**src/rtl/command_encoder_pkg.sv**
```systemverilog
// command_encoder_pkg
// Shared constants for the command encoder slice: how many command lines
// exist, how wide an opcode byte is, the legal opcode range and the
// mapping from a command index to the opcode byte that represents it.
package command_encoder_pkg;

  localparam int NUM_CMDS  = 16;
  localparam int OPC_WIDTH = 8;

  localparam logic [OPC_WIDTH-1:0] OPC_MIN = 8'h01;
  localparam logic [OPC_WIDTH-1:0] OPC_MAX = 8'h10;

  // Command i is sent as opcode i + OPC_OFFSET, so opcode 8'h00 never
  // appears on the wire and can mean "nothing valid".
  localparam int OPC_OFFSET = 1;

  function automatic logic [OPC_WIDTH-1:0] idx_to_opcode(input int idx);
    return OPC_WIDTH'(idx + OPC_OFFSET);
  endfunction

endpackage

```
**src/rtl/cmd_fifo.sv**
```systemverilog
// cmd_fifo
// Small synchronous FIFO holding encoded opcode bytes.
// Ports:
//   clk, reset  : system clock, synchronous active-high reset
//   push        : write push_data this edge (ignored when full with no pop)
//   push_data   : byte to enqueue
//   pop         : advance the read pointer this edge (ignored when empty)
//   head        : byte at the head, 0 when empty
//   empty, full : occupancy flags
//   count       : number of stored bytes, 0..DEPTH
module cmd_fifo
  import command_encoder_pkg::*;
#(
  parameter int DEPTH = 4,
  parameter int WIDTH = OPC_WIDTH,
  localparam int AW = $clog2(DEPTH),
  localparam int CW = AW + 1
) (
  input  logic             clk,
  input  logic             reset,
  input  logic             push,
  input  logic [WIDTH-1:0] push_data,
  input  logic             pop,
  output logic [WIDTH-1:0] head,
  output logic             empty,
  output logic             full,
  output logic [CW-1:0]    count
);

  localparam logic [CW-1:0] DEPTH_C = CW'(DEPTH);

  logic [WIDTH-1:0] mem [DEPTH];
  logic [AW-1:0]    rd_ptr;
  logic [AW-1:0]    wr_ptr;
  logic             do_push;
  logic             do_pop;

  assign empty = (count == '0);
  assign full  = (count == DEPTH_C);

  // When full, a push is only accepted alongside a pop; the write then
  // lands in the slot the pop is vacating.
  assign do_pop  = pop && !empty;
  assign do_push = push && (!full || do_pop);

  assign head = empty ? '0 : mem[rd_ptr];

  // Pointers are AW bits wide, so they wrap modulo DEPTH on their own.
  always_ff @(posedge clk) begin
    if (reset) begin
      rd_ptr <= '0;
      wr_ptr <= '0;
      count  <= '0;
    end else begin
      if (do_push) wr_ptr <= wr_ptr + AW'(1);
      if (do_pop)  rd_ptr <= rd_ptr + AW'(1);
      case ({do_push, do_pop})
        2'b10:   count <= count + CW'(1);
        2'b01:   count <= count - CW'(1);
        default: count <= count;
      endcase
    end
  end

  // Storage needs no reset; head is masked while the FIFO is empty.
  always_ff @(posedge clk) begin
    if (do_push) mem[wr_ptr] <= push_data;
  end

endmodule

```
**src/rtl/command_encoder.sv**
```systemverilog
// command_encoder
// Collects one-cycle command request pulses into a pending register and
// turns them, lowest index first and one per cycle, into opcode bytes
// (index + 1) queued in a FIFO for a valid/ack sink.
// Ports:
//   clk, reset  : system clock, synchronous active-high reset
//   cmd_req     : request pulses, bit i requests command i
//   data_out    : opcode at FIFO head, 8'h00 when empty
//   data_valid  : FIFO holds at least one byte
//   data_ack    : sink takes data_out when data_valid is also high
//   busy        : requests pending or bytes queued
//   overrun     : sticky, a request hit an already pending command
//   clr_err     : pulse clearing overrun (a new overrun wins)
module command_encoder
  import command_encoder_pkg::*;
#(
  parameter int FIFO_DEPTH = 4
) (
  input  logic                 clk,
  input  logic                 reset,
  input  logic [NUM_CMDS-1:0]  cmd_req,
  output logic [OPC_WIDTH-1:0] data_out,
  output logic                 data_valid,
  input  logic                 data_ack,
  output logic                 busy,
  output logic                 overrun,
  input  logic                 clr_err
);

  localparam int CW = $clog2(FIFO_DEPTH) + 1;

  logic [NUM_CMDS-1:0]  pending;
  logic [NUM_CMDS-1:0]  pick_mask;
  logic [NUM_CMDS-1:0]  clear_mask;
  logic [OPC_WIDTH-1:0] pick_opc;
  logic                 fifo_empty;
  logic                 fifo_full;
  logic [CW-1:0]        fifo_count;
  logic                 pop;
  logic                 push;
  logic                 overrun_event;
  logic                 overrun_q;

  assign pop  = data_valid && data_ack;
  assign push = (|pending) && (!fifo_full || pop);

  // Two's-complement trick isolates the lowest set pending bit.
  assign pick_mask  = pending & (~pending + NUM_CMDS'(1));
  assign clear_mask = push ? pick_mask : '0;

  // Scanning downward lets the lowest set index overwrite higher ones.
  always_comb begin
    pick_opc = '0;
    for (int i = NUM_CMDS - 1; i >= 0; i--) begin
      if (pending[i]) pick_opc = idx_to_opcode(i);
    end
  end

  // A request landing on a bit that is being pushed this cycle re-arms it
  // cleanly; only a hit on a bit that stays pending is an overrun.
  assign overrun_event = |(cmd_req & pending & ~clear_mask);

  always_ff @(posedge clk) begin
    if (reset) begin
      pending   <= '0;
      overrun_q <= 1'b0;
    end else begin
      pending <= (pending & ~clear_mask) | cmd_req;
      if (overrun_event)
        overrun_q <= 1'b1;
      else if (clr_err)
        overrun_q <= 1'b0;
    end
  end

  cmd_fifo #(
    .DEPTH (FIFO_DEPTH),
    .WIDTH (OPC_WIDTH)
  ) u_fifo (
    .clk       (clk),
    .reset     (reset),
    .push      (push),
    .push_data (pick_opc),
    .pop       (pop),
    .head      (data_out),
    .empty     (fifo_empty),
    .full      (fifo_full),
    .count     (fifo_count)
  );

  assign data_valid = !fifo_empty;
  assign busy       = (|pending) || !fifo_empty;
  assign overrun    = overrun_q;

endmodule

```
**config.mk**
```make
export PLATFORM = sky130hd
export DESIGN_NAME = command_encoder
export DESIGN_NICKNAME = d
export VERILOG_FILES = /design/src/rtl/command_encoder_pkg.sv /design/src/rtl/cmd_fifo.sv /design/src/rtl/command_encoder.sv
export SDC_FILE = /design/constraint.sdc
export NUM_CORES = 1
export LEC_CHECK = 0
export CAP_MARGIN = 15
export CORE_ASPECT_RATIO = 2
export CORE_MARGIN = 2
export CORE_UTILIZATION = 54
export DETAILED_ROUTE_END_ITERATION = 10
export GPL_TIMING_DRIVEN = 0
export PLACE_DENSITY = 0.79
export SYNTH_ARGS = -nofsm -noshare
export SYNTH_HDL_FRONTEND = slang
export SYNTH_SLANG_ARGS = --single-unit
```
**constraint.sdc**
```tcl
create_clock -name clk -period 4.3 [get_ports clk]
set_clock_uncertainty 0.15 [all_clocks]
set_input_delay 0.43 -clock clk [delete_from_list [all_inputs] [get_ports clk]]
set_output_delay 0.43 -clock clk [all_outputs]
set_load 0.05 [all_outputs]
```
==> results, run 1 <==
- The run finished with clean final reports.
- For the worst flop-to-flop path, the logic depth is 11.
- The placeable core region is 4010 µm².
- After technology mapping, the gate count stands at 224.
- The overflow left after global routing is 0.
- For this run, the total global-route usage over all layers was measured as 21.4%.
- The number of optimization iterations in the first detailed-route pass is 4.
- In this run, distinct cell masters in the synthesized netlist total 44.
- The largest fanout on the critical path is 8.
- For hold timing, the worst endpoint is pending[14].
- The number of antenna diodes in the final layout is 0.
- In this run the core area contains 33 standard-cell rows.
- The number of buffers and inverters on the critical path is 2.
- The worst endpoint required time is 4.38 ns.
- The leading cell type in the layout, fill and taps excluded is nor2_1.
- The design draws 1.40 mW.
- The maximum count of clock buffers along a single path is 2.
- Counting instances, the worst hold path has a depth of 2.
- The arrival time of the worst setup path is 3.65 ns.
- The total standard cell area after synthesis is 2210 µm².
- The period utilization is 83.2%.
- The synthesis-to-finish area growth is 20.2%.
- The number of buffer cells added on primary ports is 26.
- The total number of clock tree sinks is 46.
- In this run the most critical hold path is launched from reset.
- The origin of the critical flop-to-flop path is pending[7].
- After clock tree synthesis, the flow added hold-fix buffers numbering 0.
- The proportion of synthesized flip-flops having asynchronous set or reset is 0%.
- The final layout net count is 286.
- The clock tree root driver cell is clkbuf_8.
- The count of maximum capacitance violations is 0.
- Traced cell by cell, the critical path runs through nor4_1 > nand3_1 > nor3_1 > nor2_1 > inv_1 > ha_1 > inv_1 > fa_1 > xor2_1 > or3_1 > a21oi_1.
- Buffers added to address setup during post-CTS repair amount to 0.
- Ranked by total cell area, the synthesized netlist is headed by edfxtp_1 27%, dfxtp_1 24%, a21oi_1 5.4%.
- The routability congestion estimate is 0.894.
- The path class of the tightest hold or removal check is input pin to flop.
- The analysis attributes to net switching a power of 0.492 mW.
- Measured against its own limit, the worst slew margin works out to 44.1%.
- In the post-route analysis, the smallest setup slack over all paths is 0.722 ns.
- The detailed placer's ending HPWL is 3.42 mm.
- Dividing the detail-routed wire length by the instance count gives 14.3 µm.
- For this run, the top clock speed supported by timing is 280 MHz.
- The count of flip-flops with a built-in enable after synthesis is 20.
- The die width is 49.2 µm.
- Counting the buffers created by CTS gives 5.
- The die height is 94.5 µm.
- Across the VDD grid, the largest voltage drop is 0.000406 V.
- The proportion of layout cells with a drive suffix above 1 is 7.66%.
- The number of hold violations in the final report came to 0.
- Internal power comes to 0.905 mW.
- The setup path with the least slack is of type flop to flop.
- After synthesis, flip-flops and latches occupy 50.7% of the total area.
- The first-pass GRT wire length is 7.53 mm.
- The clock network burns 22.8% of the power.
- The shortest clock period the worst path allows after layout is 3.58 ns.
- The routed via count divided by cell count is 5.57.
- The post-route setup TNS is 0 ns.
- Hold is met by 0.329 ns.
- The via count of the first global-routing pass is 1683.
- The remaining antenna violation count after routing is 0.
- The clock latency on the worst-skew pair is 0.30 ns.
- For this design the static power due to leakage is 1.01 nW.
- The power density of the placed cells is 526 nW/µm².
- Before CTS, the worst setup slack after placement is 0.800 ns.
- The share of total power dissipated in combinational logic is 36.2%.
- Setup repair after global routing left no endpoint under its margin.
- After clock tree synthesis, the clock-pin slew on the worst setup and hold paths is 0.09 ns.
- The number of warnings printed during yosys synthesis is 0.
- Post-CTS repair changed the size of 0 cells.
- TritonCTS built the clock tree.
- The average cell area after synthesis is 9.87 µm².
- Of the total power, registers draw 41.0%.
- The starting utilization of the core area is 55.2%.
- The number of register bits inferred by synthesis is 46.
- The maximum cell stage delay along the critical path is 0.76 ns.
- 31 I/O pins were placed.
- In this run, placement finished with an instance count of 305.
- Setup violations remaining at the end of the flow were counted as 0.
- The floorplan step defined a die boundary enclosing 4650 µm².
- In the synthesized netlist the dominant register cell turns out to be dfxtp_1.
- In the layout the commonest cells are 32 x nor2_1, 26 x dfxtp_1, 26 x clkdlybuf4s50_1.
- The type of element capturing the critical path is a flop.
- The worst setup path is launched from a flop.
- The filler cells instantiated in the layout total 340.
- In this run the number of H-tree levels came out at 2.
- The detailed router finished its first iteration with 54 violations.
- The final cell count without fillers is 313.
- Summing all flip-flop and latch instances after layout gives 1120 µm².
- The switching fraction of total power is 35.2%.
- The utilization of the core after routing is 66.4%.
- The flop-to-flop setup slack is 0.72 ns.
- Of all cell types, the one taking the most synthesized area is edfxtp_1.
- For this block, the via count after detailed routing is 1742.
- The worst flop-to-flop path endpoint is u_fifo.count[2].
- The cell type with the highest occurrence count on the critical path is inv_1.
- The pin slew with the least headroom to its limit is 0.831 ns.
- The number of pins exceeding their max-slew limit in the final report was 0.
- The multi-input combinational cells in the finished layout cover a total of 977 µm².
- The slowest stage of the critical path is the nor4_1 cell.
- The initial antenna violation count came to 0.
- The top cell type's share of synthesized area is 27.2%.
- For this block, the routed nets add up to 4.47 mm of wire.
- The cell family contributing the most delay on the critical path is simple AND/OR/NAND/NOR gates.
- In the routed design, unresolved DRC markers number 0.
- The placement-stage cell area is 2550 µm².
- Entering global routing, the biggest net connects 15 pins.
- The area of all placed cells without fillers is 2660 µm².
==> synth_stat cells, types with 3 or more instances <==
cell type	n
nor2_1	32
dfxtp_1	26
a21oi_1	24
edfxtp_1	20
inv_1	16
nand2_1	13
and2_1	10
o21ai_0	10
clkbuf_1	7
ha_1	5
mux4_2	5
nor3_1	4
o211ai_1	4
or3_1	4
buf_4	3
nand3_1	3
nor4_1	3
xor2_1	3
==> registers in the layout, summed over array words and instances (netlist names), named ones only <==
name and flops:
overrun 1, pending 16, u_fifo.count 3, u_fifo.mem 20, u_fifo.rd_ptr 2, u_fifo.wr_ptr 2
==> layer usage <==
metal / global-route usage [%] / share of wire, %
met5: 0 / 0
met4: 10.5 / 2.8
met3: 3.01 / 4.3
met2: 38.3 / 52
met1: 24.5 / 41
==> how the worst max path moves through the flow <==
stage | depth (start not counted) | slack [ns] | endpoint | startpoint
finish | 11 | 0.72 | u_fifo.count[2] | pending[7]
CTS | 11 | 0.76 | u_fifo.count[2] | pending[7]
detailed placement | 11 | 0.80 | u_fifo.count[2] | pending[7]
floorplan | 11 | 1.26 | u_fifo.count[2] | pending[7]
global placement | 10 | 0.54 | u_fifo.count[2] | data_ack
global route | 11 | 0.38 | u_fifo.count[2] | pending[7]
==> final cells by class <==
class / instances / share of cell area, %
sequential: 46 / 42.2
multi-input combinational: 153 / 36.8
timing repair buffer: 27 / 9.93
clock buffer: 6 / 2.73
tap: 52 / 2.45
buffer: 11 / 2.26
inverter: 16 / 2.26
clock inverter: 2 / 1.41
==> power groups by stage <==
stage	sequential [mW]	clock, mW	combinational [mW]
final	0.573	0.319	0.506
after global routing	0.581	0.338	0.546
after CTS	0.573	0.324	0.512
after detailed placement	0.583	0	0.513
after global placement	0.576	0	0.493
after floorplan	0.572	0	0.366
==> logic make-up after synthesis <==
group	synth area share (%)
flip-flops	50.7
XOR/XNOR	1.98
adder cells (fa/ha/maj)	3.74
multiplexers	5.55
AND/OR/NAND/NOR	18.7
buffers and inverters	5.43
other	0.170
AO/OA/AOI/OAI	13.7
No activity file was read; power rests on OpenSTA's default activity.
==> run 2, diff against run 1 <==
CORE_UTILIZATION = 49   (was 54)
PLACE_DENSITY = 0.76   (was 0.79)
clock period = 3 ns   (was 4.3 ns; I/O delays follow)
==> results, run 2 (synthesis gave the netlist of run 1 again) <==
- The leading cell type in the layout, fill and taps excluded is nor2_1.
- The final number of setup-violating endpoints was 0 (unchanged).
- Counting flops per register, the top entry is u_fifo.mem.
- The count of maximum capacitance violations was 0 (unchanged).
- After detailed routing, no signal wire sits above met4.
- The via count of the first global-routing pass is 1752 (+4.1%).
- The proportion of layout cells with a drive suffix above 1 is 14.0% (+6.3 points).
- The sum of met2 wire segment lengths after detailed routing is 2.80 mm (+21%).
- The part of the total power dissipated in the clock network came to 22.6% (-0.2 points).
- TritonCTS built the clock tree.
- The die width was 51.5 µm (+4.6%).
- The placeable core region is 4340 µm² (+8.3%).
- Leaving out fill and tap cells, the most frequent cells in the layout are 29 x nor2_1, 26 x dfxtp_1, 26 x clkdlybuf4s50_1.
- The number of flip-flops under the largest register name is 20 (unchanged).
- The maximum number of pins on one net before global-route repair is 16 (+1).
- The number of buffer cells added on primary ports was 26 (unchanged).
- The headroom to the max-slew limit is 60.0% (+16 points).
- The number of pins exceeding their max-slew limit in the final report was 0 (unchanged).
- The number of hold violations in the final report is 0 (unchanged).
- The routability congestion estimate was 0.887 (-0.74%).
- The largest fanout on the critical path is 7 (-1).
- The overflow left after global routing is 0 (unchanged).
- The detailed placer's ending HPWL came to 3.63 mm (+6.1%).
- The part of the total power dissipated in combinational logic is 36.2% (about the same).
- The critical path class is flop to flop.
- The final routed wire length divided by cell count is 15.0 µm (+5.0%).
- The post-route setup TNS was 0 ns (unchanged).
- In the final layout, the registers with the most flip-flops are u_fifo.mem x20, pending x16, u_fifo.count x3.
- The worst endpoint required time was 3.08 ns (-1.30 ns).
- The internal portion of total power is 1.31 mW (+45%).
- The switching fraction of total power was 35.3% (+0.059 points).
- The remaining antenna violation count after routing was 0 (unchanged).
- The type of origin of the critical path is a flop.
- The routed length on met3 is 131 µm (-32%).
- The worst slack at placement was -0.424 ns (-1.22 ns).
- The maximum count of clock buffers along a single path came to 2 (unchanged).
- The die height was 99.0 µm (+4.8%).
- The power density of the placed cells is 728 nW/µm² (+38%).
- The aggregate routed wire length is 4.78 mm (+7.0%).
- The number of ports placed on the die boundary is 31 (unchanged).
- The number of inserted diodes is 0 (unchanged).
- The total routed wire length on the met1 layer came to 1.64 mm (-11%).
- The clock slew seen by the registers of the worst setup and hold paths is 0.08 ns (about the same).
- The period utilization is 93.9% (+11 points).
- The number of DRC markers in iteration 0 is 32 (-41%).
- The run finished with clean final reports.
- The power spent charging and discharging nets is 0.715 mW (+45%).
- The number of optimization iterations in the first detailed-route pass is 4 (unchanged).
- The total number of vias is 1750 (+0.46%).
- The area of the die is 5100 µm² (+9.6%).
- The level count of the clock H-tree is 2 (unchanged).
- The initial antenna violation count is 0 (unchanged).
- In this run the clock root is driven by a clkbuf_8.
- The starting utilization of the core area is 51.0% (-4.2 points).
- The post-route total power is 2.03 mW (+45%).
- The routed via count divided by cell count was 5.49 (-1.4%).
- The aggregate global-route resource usage came to 20.7% (-0.71 points).
- STA classifies the critical path endpoint as a flop.
- The path class of the tightest hold or removal check is input pin to flop.
- The total CTS buffers came to 5 (unchanged).
- The total number of placement rows is 34 (+3.0%).
- The clock latency on the worst-skew pair was 0.29 ns (about the same).
- The post-layout worst setup margin is 0.182 ns (-0.541 ns).
- The synthesis-to-finish area growth is 25.9%.
- The shortest clock period the worst path allows after layout came to 2.82 ns (-0.759 ns).
- The first-pass GRT wire length is 7.73 mm (+2.7%).
- The flop-to-flop setup slack is 0.18 ns (-0.54 ns).
- The part of the power in registers was 41.2% (+0.2 points).
- The arrival time of the worst setup path is 2.89 ns (-0.76 ns).
- The total number of clock tree sinks is 46 (unchanged).
- The maximum frequency from static timing analysis was 355 MHz (+27%).
- The worst vdd rail ir drop is 0.000463 V (+14%).
- The count of unresolved DRC violations after routing is 0 (unchanged).
- The pin slew with the least headroom to its limit came to 0.597 ns (-0.234 ns).
- The leakage power total came to 1.06 nW (+5.0%).
- The number of buffers added to fix hold violations after cts is 0 (unchanged).
- The final layout net count is 290 (+1.4%).
[run 2: changes by cell type in the layout (fill, tap and decap cells not counted), sizes merged]
cell,before,now
clkinvlp,1,0
clkinv,0,1
inv,16,17
buf,5,10
clkbuf,13,11
[run 2: layout make-up]
cell class | instances | area, µm²
clock inverters | 3 | 43.8
multi-input cells | 153 | 1060
well taps | 54 | 67.6
fillers | 383 | 1560
plain buffers | 10 | 56.3
clock buffers | 5 | 68.8
flip-flops and latches | 46 | 1120
repair buffers | 32 | 305
inverters | 16 | 60.1
[run 2: final timing paths]
| kind | startpoint | depth (start not counted) | to |
|---|---|---|---|
| max reg2reg | pending[8] | 11 | u_fifo.count[2] |
| min | reset | 2 | pending[1] |
| min reg2reg | u_fifo.count[2] | 2 | u_fifo.count[2] |
| max | pending[8] | 11 | u_fifo.count[2] |
[run 2: routing by layer]
metal,up-vias,track usage [%]
li1,864,-
met1,808,18.5
met2,60,40.5
met3,18,2.42
met4,0,12.3
met5,-,0
[run 2: repair_timing]
action / in CTS / in global routing
gates resized for setup: 7 / 6
pin swaps: 0 / 4
setup endpoints to repair: 3 / 2
setup buffers: 0 / 6
[run 2: worst max-delay path: stages (launching register included)]
cell	delay, ns
dfxtp_1	0.40
nor4_4	0.37
nand3_2	0.19
nor3_4	0.21
nor2_2	0.11
inv_1	0.10
ha_1	0.18
inv_1	0.06
fa_1	0.37
xor2_1	0.16
or3_1	0.31
a21oi_1	0.14
[run 2: power groups by stage]
stage / sequential (mW) / clock [mW] / combinational, mW
floorplan: 0.820 / 0 / 0.525
detailed placement: 0.836 / 0 / 0.728
global route: 0.846 / 0.486 / 0.809
finish: 0.835 / 0.457 / 0.734
global placement: 0.827 / 0 / 0.713
CTS: 0.830 / 0.467 / 0.737
[run 2: metrics by stage]
step / instance area (µm²) / utilization [%] / cells / hold slack, ns
after floorplan: 2220 / - / 226 / 0.267
after global placement: 2550 / 58.8 / 306 / 0.333
final: 2780 / 64.1 / 319 / 0.255
after detailed placement: 2560 / 59.0 / 306 / 0.340
after global routing: 2780 / 64.1 / 319 / 0.262
after CTS: 2720 / 62.6 / 314 / 0.241
